$ cat src/rtl/axi_wdata_fifo_drain_256b_if.sv
// Bundle between the data FIFO drain and its surroundings:
// burst command, FIFO read port and the AXI W channel.
interface axi_wdata_fifo_drain_256b_if #(
  parameter int DATA_WIDTH = 256,
  parameter int STRB_WIDTH = 32,
  parameter int FIFO_WIDTH = 288,
  parameter int LEN_WIDTH  = 8
);
  logic                  cmd_valid;
  logic                  cmd_ready;
  logic [LEN_WIDTH-1:0]  cmd_len;
  logic                  fifo_pop;
  logic                  fifo_valid;
  logic [FIFO_WIDTH-1:0] fifo_data_out;
  logic                  fifo_empty;
  logic                  m_wvalid;
  logic                  m_wready;
  logic [DATA_WIDTH-1:0] m_wdata;
  logic [STRB_WIDTH-1:0] m_wstrb;
  logic                  m_wlast;
  logic                  burst_done;
  logic                  busy;

  // master: the drain itself (it masters the W channel)
  modport master (
    input  cmd_valid, cmd_len,
    input  fifo_valid, fifo_data_out, fifo_empty,
    input  m_wready,
    output cmd_ready, fifo_pop,
    output m_wvalid, m_wdata, m_wstrb, m_wlast,
    output burst_done, busy
  );

  modport slave (
    output cmd_valid, cmd_len,
    output fifo_valid, fifo_data_out, fifo_empty,
    output m_wready,
    input  cmd_ready, fifo_pop,
    input  m_wvalid, m_wdata, m_wstrb, m_wlast,
    input  burst_done, busy
  );
endinterface

$ cat src/rtl/axi_wdata_fifo_drain_256b.sv
// Drains len+1 entries of the 288b data FIFO onto an AXI W channel,
// hiding the FIFO's 1-cycle read latency in a 2-entry skid buffer.
module axi_wdata_fifo_drain_256b #(
  parameter int DATA_WIDTH = 256,
  parameter int STRB_WIDTH = 32,
  parameter int FIFO_WIDTH = 288,
  parameter int LEN_WIDTH  = 8
) (
  input logic clk,
  input logic rst,
  axi_wdata_fifo_drain_256b_if.master bus
);
  localparam int CW = LEN_WIDTH + 1;

  typedef enum logic {S_IDLE, S_BURST} state_t;

  state_t                r_state;
  logic [CW-1:0]         r_pop_rem;
  logic [CW-1:0]         r_beat_rem;
  logic                  r_inflight;
  logic [FIFO_WIDTH-1:0] r_d0;
  logic [FIFO_WIDTH-1:0] r_d1;
  logic                  r_v0;
  logic                  r_v1;
  logic                  r_cmd_ready;
  logic                  r_done;

  logic                  w_fire;
  logic                  w_cap;
  logic [1:0]            w_occ;
  logic                  w_pop;
  logic                  w_last_beat;
  logic [FIFO_WIDTH-1:0] w_n_d0;
  logic [FIFO_WIDTH-1:0] w_n_d1;
  logic                  w_n_v0;
  logic                  w_n_v1;

  assign w_fire      = r_v0 & bus.m_wready;
  assign w_cap       = bus.fifo_valid & r_inflight;
  assign w_occ       = 2'(r_v0) + 2'(r_v1) + 2'(r_inflight);
  assign w_last_beat = (r_beat_rem == CW'(1));

  // a pop is safe at occ==2 only if a beat leaves in the same cycle
  assign w_pop = (r_state == S_BURST)
               & (r_pop_rem != '0)
               & ~bus.fifo_empty
               & ((w_occ < 2'd2) | w_fire);

  always_comb begin
    w_n_d0 = r_d0;
    w_n_d1 = r_d1;
    w_n_v0 = r_v0;
    w_n_v1 = r_v1;
    if (w_fire) begin
      w_n_v0 = r_v1;
      w_n_v1 = 1'b0;
      if (r_v1) w_n_d0 = r_d1;
    end
    if (w_cap) begin
      if (!w_n_v0) begin
        w_n_d0 = bus.fifo_data_out;
        w_n_v0 = 1'b1;
      end else begin
        w_n_d1 = bus.fifo_data_out;
        w_n_v1 = 1'b1;
      end
    end
  end

  always_ff @(posedge clk or posedge rst) begin
    if (rst) begin
      r_state     <= S_IDLE;
      r_pop_rem   <= '0;
      r_beat_rem  <= '0;
      r_inflight  <= 1'b0;
      r_d0        <= '0;
      r_d1        <= '0;
      r_v0        <= 1'b0;
      r_v1        <= 1'b0;
      r_cmd_ready <= 1'b1;
      r_done      <= 1'b0;
    end else begin
      r_inflight <= w_pop;
      r_d0       <= w_n_d0;
      r_d1       <= w_n_d1;
      r_v0       <= w_n_v0;
      r_v1       <= w_n_v1;
      r_done     <= 1'b0;
      if (w_pop) r_pop_rem <= r_pop_rem - CW'(1);
      case (r_state)
        S_IDLE: begin
          if (bus.cmd_valid) begin
            r_pop_rem   <= {1'b0, bus.cmd_len} + CW'(1);
            r_beat_rem  <= {1'b0, bus.cmd_len} + CW'(1);
            r_state     <= S_BURST;
            r_cmd_ready <= 1'b0;
          end
        end
        S_BURST: begin
          if (w_fire) begin
            r_beat_rem <= r_beat_rem - CW'(1);
            if (w_last_beat) begin
              r_done      <= 1'b1;
              r_state     <= S_IDLE;
              r_cmd_ready <= 1'b1;
            end
          end
        end
        default: r_state <= S_IDLE;
      endcase
    end
  end

  assign bus.cmd_ready  = r_cmd_ready;
  assign bus.fifo_pop   = w_pop;
  assign bus.m_wvalid   = r_v0;
  assign bus.m_wdata    = r_d0[DATA_WIDTH-1:0];
  assign bus.m_wstrb    = r_d0[DATA_WIDTH +: STRB_WIDTH];
  assign bus.m_wlast    = r_v0 & w_last_beat;
  assign bus.burst_done = r_done;
  assign bus.busy       = (r_state == S_BURST);
endmodule

$ cat src/flat_wrapper.sv
// flat-port wrapper written by rule: the top's interface ports become plain ports
module axi_wdata_fifo_drain_256b_flat 
#(
  parameter int DATA_WIDTH = 256,
  parameter int STRB_WIDTH = 32,
  parameter int FIFO_WIDTH = 288,
  parameter int LEN_WIDTH  = 8
)
  (clk, rst, bus_cmd_valid, bus_cmd_len, bus_fifo_valid, bus_fifo_data_out, bus_fifo_empty, bus_m_wready, bus_cmd_ready, bus_fifo_pop, bus_m_wvalid, bus_m_wdata, bus_m_wstrb, bus_m_wlast, bus_burst_done, bus_busy);
  axi_wdata_fifo_drain_256b_if #(.DATA_WIDTH(DATA_WIDTH), .STRB_WIDTH(STRB_WIDTH), .FIFO_WIDTH(FIFO_WIDTH), .LEN_WIDTH(LEN_WIDTH)) bus_i ();
  input logic clk;
  input logic rst;
  input wire logic [$bits(bus_i.cmd_valid)-1:0] bus_cmd_valid;
  input wire logic [$bits(bus_i.cmd_len)-1:0] bus_cmd_len;
  input wire logic [$bits(bus_i.fifo_valid)-1:0] bus_fifo_valid;
  input wire logic [$bits(bus_i.fifo_data_out)-1:0] bus_fifo_data_out;
  input wire logic [$bits(bus_i.fifo_empty)-1:0] bus_fifo_empty;
  input wire logic [$bits(bus_i.m_wready)-1:0] bus_m_wready;
  output wire logic [$bits(bus_i.cmd_ready)-1:0] bus_cmd_ready;
  output wire logic [$bits(bus_i.fifo_pop)-1:0] bus_fifo_pop;
  output wire logic [$bits(bus_i.m_wvalid)-1:0] bus_m_wvalid;
  output wire logic [$bits(bus_i.m_wdata)-1:0] bus_m_wdata;
  output wire logic [$bits(bus_i.m_wstrb)-1:0] bus_m_wstrb;
  output wire logic [$bits(bus_i.m_wlast)-1:0] bus_m_wlast;
  output wire logic [$bits(bus_i.burst_done)-1:0] bus_burst_done;
  output wire logic [$bits(bus_i.busy)-1:0] bus_busy;
  assign bus_i.cmd_valid = bus_cmd_valid;
  assign bus_i.cmd_len = bus_cmd_len;
  assign bus_i.fifo_valid = bus_fifo_valid;
  assign bus_i.fifo_data_out = bus_fifo_data_out;
  assign bus_i.fifo_empty = bus_fifo_empty;
  assign bus_i.m_wready = bus_m_wready;
  assign bus_cmd_ready = bus_i.cmd_ready;
  assign bus_fifo_pop = bus_i.fifo_pop;
  assign bus_m_wvalid = bus_i.m_wvalid;
  assign bus_m_wdata = bus_i.m_wdata;
  assign bus_m_wstrb = bus_i.m_wstrb;
  assign bus_m_wlast = bus_i.m_wlast;
  assign bus_burst_done = bus_i.burst_done;
  assign bus_busy = bus_i.busy;
  axi_wdata_fifo_drain_256b #(.DATA_WIDTH(DATA_WIDTH), .STRB_WIDTH(STRB_WIDTH), .FIFO_WIDTH(FIFO_WIDTH), .LEN_WIDTH(LEN_WIDTH)) u_core (.clk(clk), .rst(rst), .bus(bus_i));
endmodule
$ cat config.mk
export PLATFORM = sky130hd
export DESIGN_NAME = axi_wdata_fifo_drain_256b_flat
export DESIGN_NICKNAME = d
export VERILOG_FILES = /design/src/rtl/axi_wdata_fifo_drain_256b_if.sv /design/src/rtl/axi_wdata_fifo_drain_256b.sv /design/src/flat_wrapper.sv
export SDC_FILE = /design/constraint.sdc
export NUM_CORES = 1
export LEC_CHECK = 0
export CAP_MARGIN = 20
export CORE_AREA = 2 2 235 237
export DETAILED_ROUTE_END_ITERATION = 8
export DIE_AREA = 0 0 237 239
export PLACE_DENSITY = 0.8
export SETUP_SLACK_MARGIN = 0.05
export SLEW_MARGIN = 20
export SYNTH_ARGS = -nofsm -noshare
export SYNTH_HDL_FRONTEND = slang
export SYNTH_SLANG_ARGS = --single-unit
export TNS_END_PERCENT = 10
$ cat constraint.sdc
create_clock -name clk -period 44.1 [get_ports clk]
set_clock_uncertainty 0.05 [all_clocks]
set_input_delay 4.41 -clock clk [delete_from_list [all_inputs] [get_ports clk]]
set_output_delay 4.41 -clock clk [all_outputs]
set_load 0.02 [all_outputs]
==> results.ini <==
[timing]
final_hold_viol_count=0
max-slew-margin-rel_pct=24.4
max_freq_mhz=93.0
rsz0062_at_grt=no
setup_viol=0
timing.final.crit_share_pct=24.4
tightest_slew_ps=1130
fin_crit_ps=10750
fin_ws_ps=33350
setup_tns_ps=0
slew_violations=0

[clock_network]
clockRootBuffer=clkbuf_16
post_cts_buffers=0
cts_made_buffers=61
cts_tree=done
holdBufCountCts=0
clockBufferDepth=3
cts_resized=0
clock-sinks=600
cts.clk_slew.worst_paths_ps=60
clk_latency_ps=610
htree_levels=2

[synth]
syn-cell-area_mm2=0.0252
syn_nets=2327
ys_seq_area_share_pct=59.6
synth_edf_count=0
syn_area_per_cell_um2=12.5
yosysWarnings=0
dominantRegCellSynth=dfrtp_1
syn_inst=2020
synth_seq_cells=600
synth.distinct_cells=53
async_flop_share_pct=100

[setup_path]
crit_arrival_ps=6290
required_ps=39640
crit_path_cell_trace=clkdlybuf4s50_1 > and2_1 > o21ai_1 > nor2_1 > clkdlybuf4s50_1
critPathSlowestCell=clkdlybuf4s50_1
worstSetupPathType=input pin to output pin
max_stage_delay_ps=620
endpoint_kind=output pin
ff2ff_setup_slack_ps=39360
crit_path_frequent_cell=clkdlybuf4s50_1
path_max_fanout=8
cp-start-kind=input pin

[floorplan]
pin_count=596
coreArea_mm2=0.0543
die_x_um=237
initial_core_util_pct=46.3
die-area_mm2=0.0566
die_h_um=239
num_rows=86

[layout]
areaGrowthSynthToFinish_pct=34.0
layout_common_cells=dfrtp_1 (599), clkdlybuf4s50_1 (595), nand2_1 (304), mux2i_1 (291), o21ai_0 (251)
fin_nets=2868
fillers=4094
final_common_cell=dfrtp_1
drive_above_1_share_pct=8.34

[status]
status=complete, no violations

[global_routing]
grt_max_degree=242
antenna_found_initial=7
grt_pass1_wl_um=103000
grt_overflow_total=0
grt_pass1_vias=18500
grt_util_all_layers_pct=22.8

[placed_design]
dp_slack_ps=33370
gp_congestion=0.821
dp_hpwl_um=44500
portBuffers=595

[drt]
routed_via_density=5.29
ant_nets=0
drc=0
post_drt_wl_per_cell_um=19.7
first_pass_iters=8
routed_wl_um=65600
dr_total_vias=17600
drtIter0Drc=1087

[power_and_ir_drop]
p_leak_nw=15.9
max-vdd-ir-drop_v=0.0000509
power_density_mw_per_mm2=70.4

[min_path]
holdCritPathClass=flop to flop

[run]
cap_violations=0

[stage by stage]
stage	utilization (%)	instances	cell area, um^2	power, mW	hold WS (ps)
3_5_place_dp	58.1	3202	31600	1.84	430
3_3_place_gp	58.1	3202	31600	1.79	422
5_1_grt	62.1	3321	33700	2.50	448
6_report	62.1	3322	33700	2.38	438
4_1_cts	62.1	3318	33700	2.40	444
2_1_floorplan	-	2020	25200	1.42	414
[worst max-delay path, delay by kind of cell]
family | cells | cell delay (ps)
buffers and inverters | 2 | 1120
and+or+nand+nor | 2 | 510
AOI/OAI and AO/OA | 1 | 250
[sequential cells by signal, summed over array words and instances (netlist names), 9 cells and up]
signal,cells
u_core.r_d1,288
u_core.r_beat_rem,9
u_core.r_d0,288
u_core.r_pop_rem,9
[where the power goes]
| part | leakage (nW) | internal (mW) | switching [mW] |
|---|---|---|---|
| combinational | 7.50 | 0.426 | 0.441 |
| sequential | 7.36 | 0.815 | 0.149 |
| clock | 1.06 | 0.325 | 0.219 |
[synthesized netlist by cell type, types with 6 or more instances]
master	count	area share, %
nor2_1	10	0.15
or3_1	6	0.15
dfrtp_1	599	60
mux2_1	200	8.9
buf_2	90	1.8
mux2_2	89	4.0
o21ai_1	45	0.89
nand2_1	304	4.5
mux2i_1	291	12
clkbuf_1	37	0.55
a31oi_1	7	0.17
o21ai_0	251	5.0
inv_1	8	0.12
[layout make-up]
cell class / instances / area (um^2) / share of cell area, %
Sequential cell: 600 / 15000 / 44.5
Inverter: 8 / 37.5 / 0.111
Clock buffer: 88 / 1800 / 5.34
Clock inverter: 28 / 352 / 1.04
Multi-Input combinational cell: 1279 / 9530 / 28.2
Antenna cell: 4 / 10.0 / 0.0297
Tap cell: 704 / 881 / 2.61
Timing Repair Buffer: 611 / 6120 / 18.1
[cells by family after synthesis]
logic type      count (synthesis)  share of synthesized area [%]
xor+xnor                        6                          0.209
buf+inv                       141                           2.62
simple gates                  360                           5.95
flops                         600                           59.6
mux                           580                           24.5
compound gates                328                           6.85
fa+ha+maj                       5                          0.248
[metal layers]
metal	GRT usage, %	vias to the layer above	wire [um]
met4	8.92	8	2190
met1	26.6	8751	25200
met3	7.99	127	5540
met5	0	-	48
met2	38.5	538	32600
li1	-	8140	-
[path summary, 6_finish.rpt]
check,from,endpoint,cells past startpoint
min reg2reg,u_core.r_d1[46],u_core.r_d1[46],1
min,u_core.r_d1[46],u_core.r_d1[46],1
min in group asynchronous,rst,u_core.r_d1[176],2
max in group asynchronous,rst,u_core.bus.burst_done,4
max reg2reg,u_core.bus.m_wvalid,u_core.r_d0[216],7
max,bus_m_wready,bus_fifo_pop,5
Power figures use the tool's default switching activity.
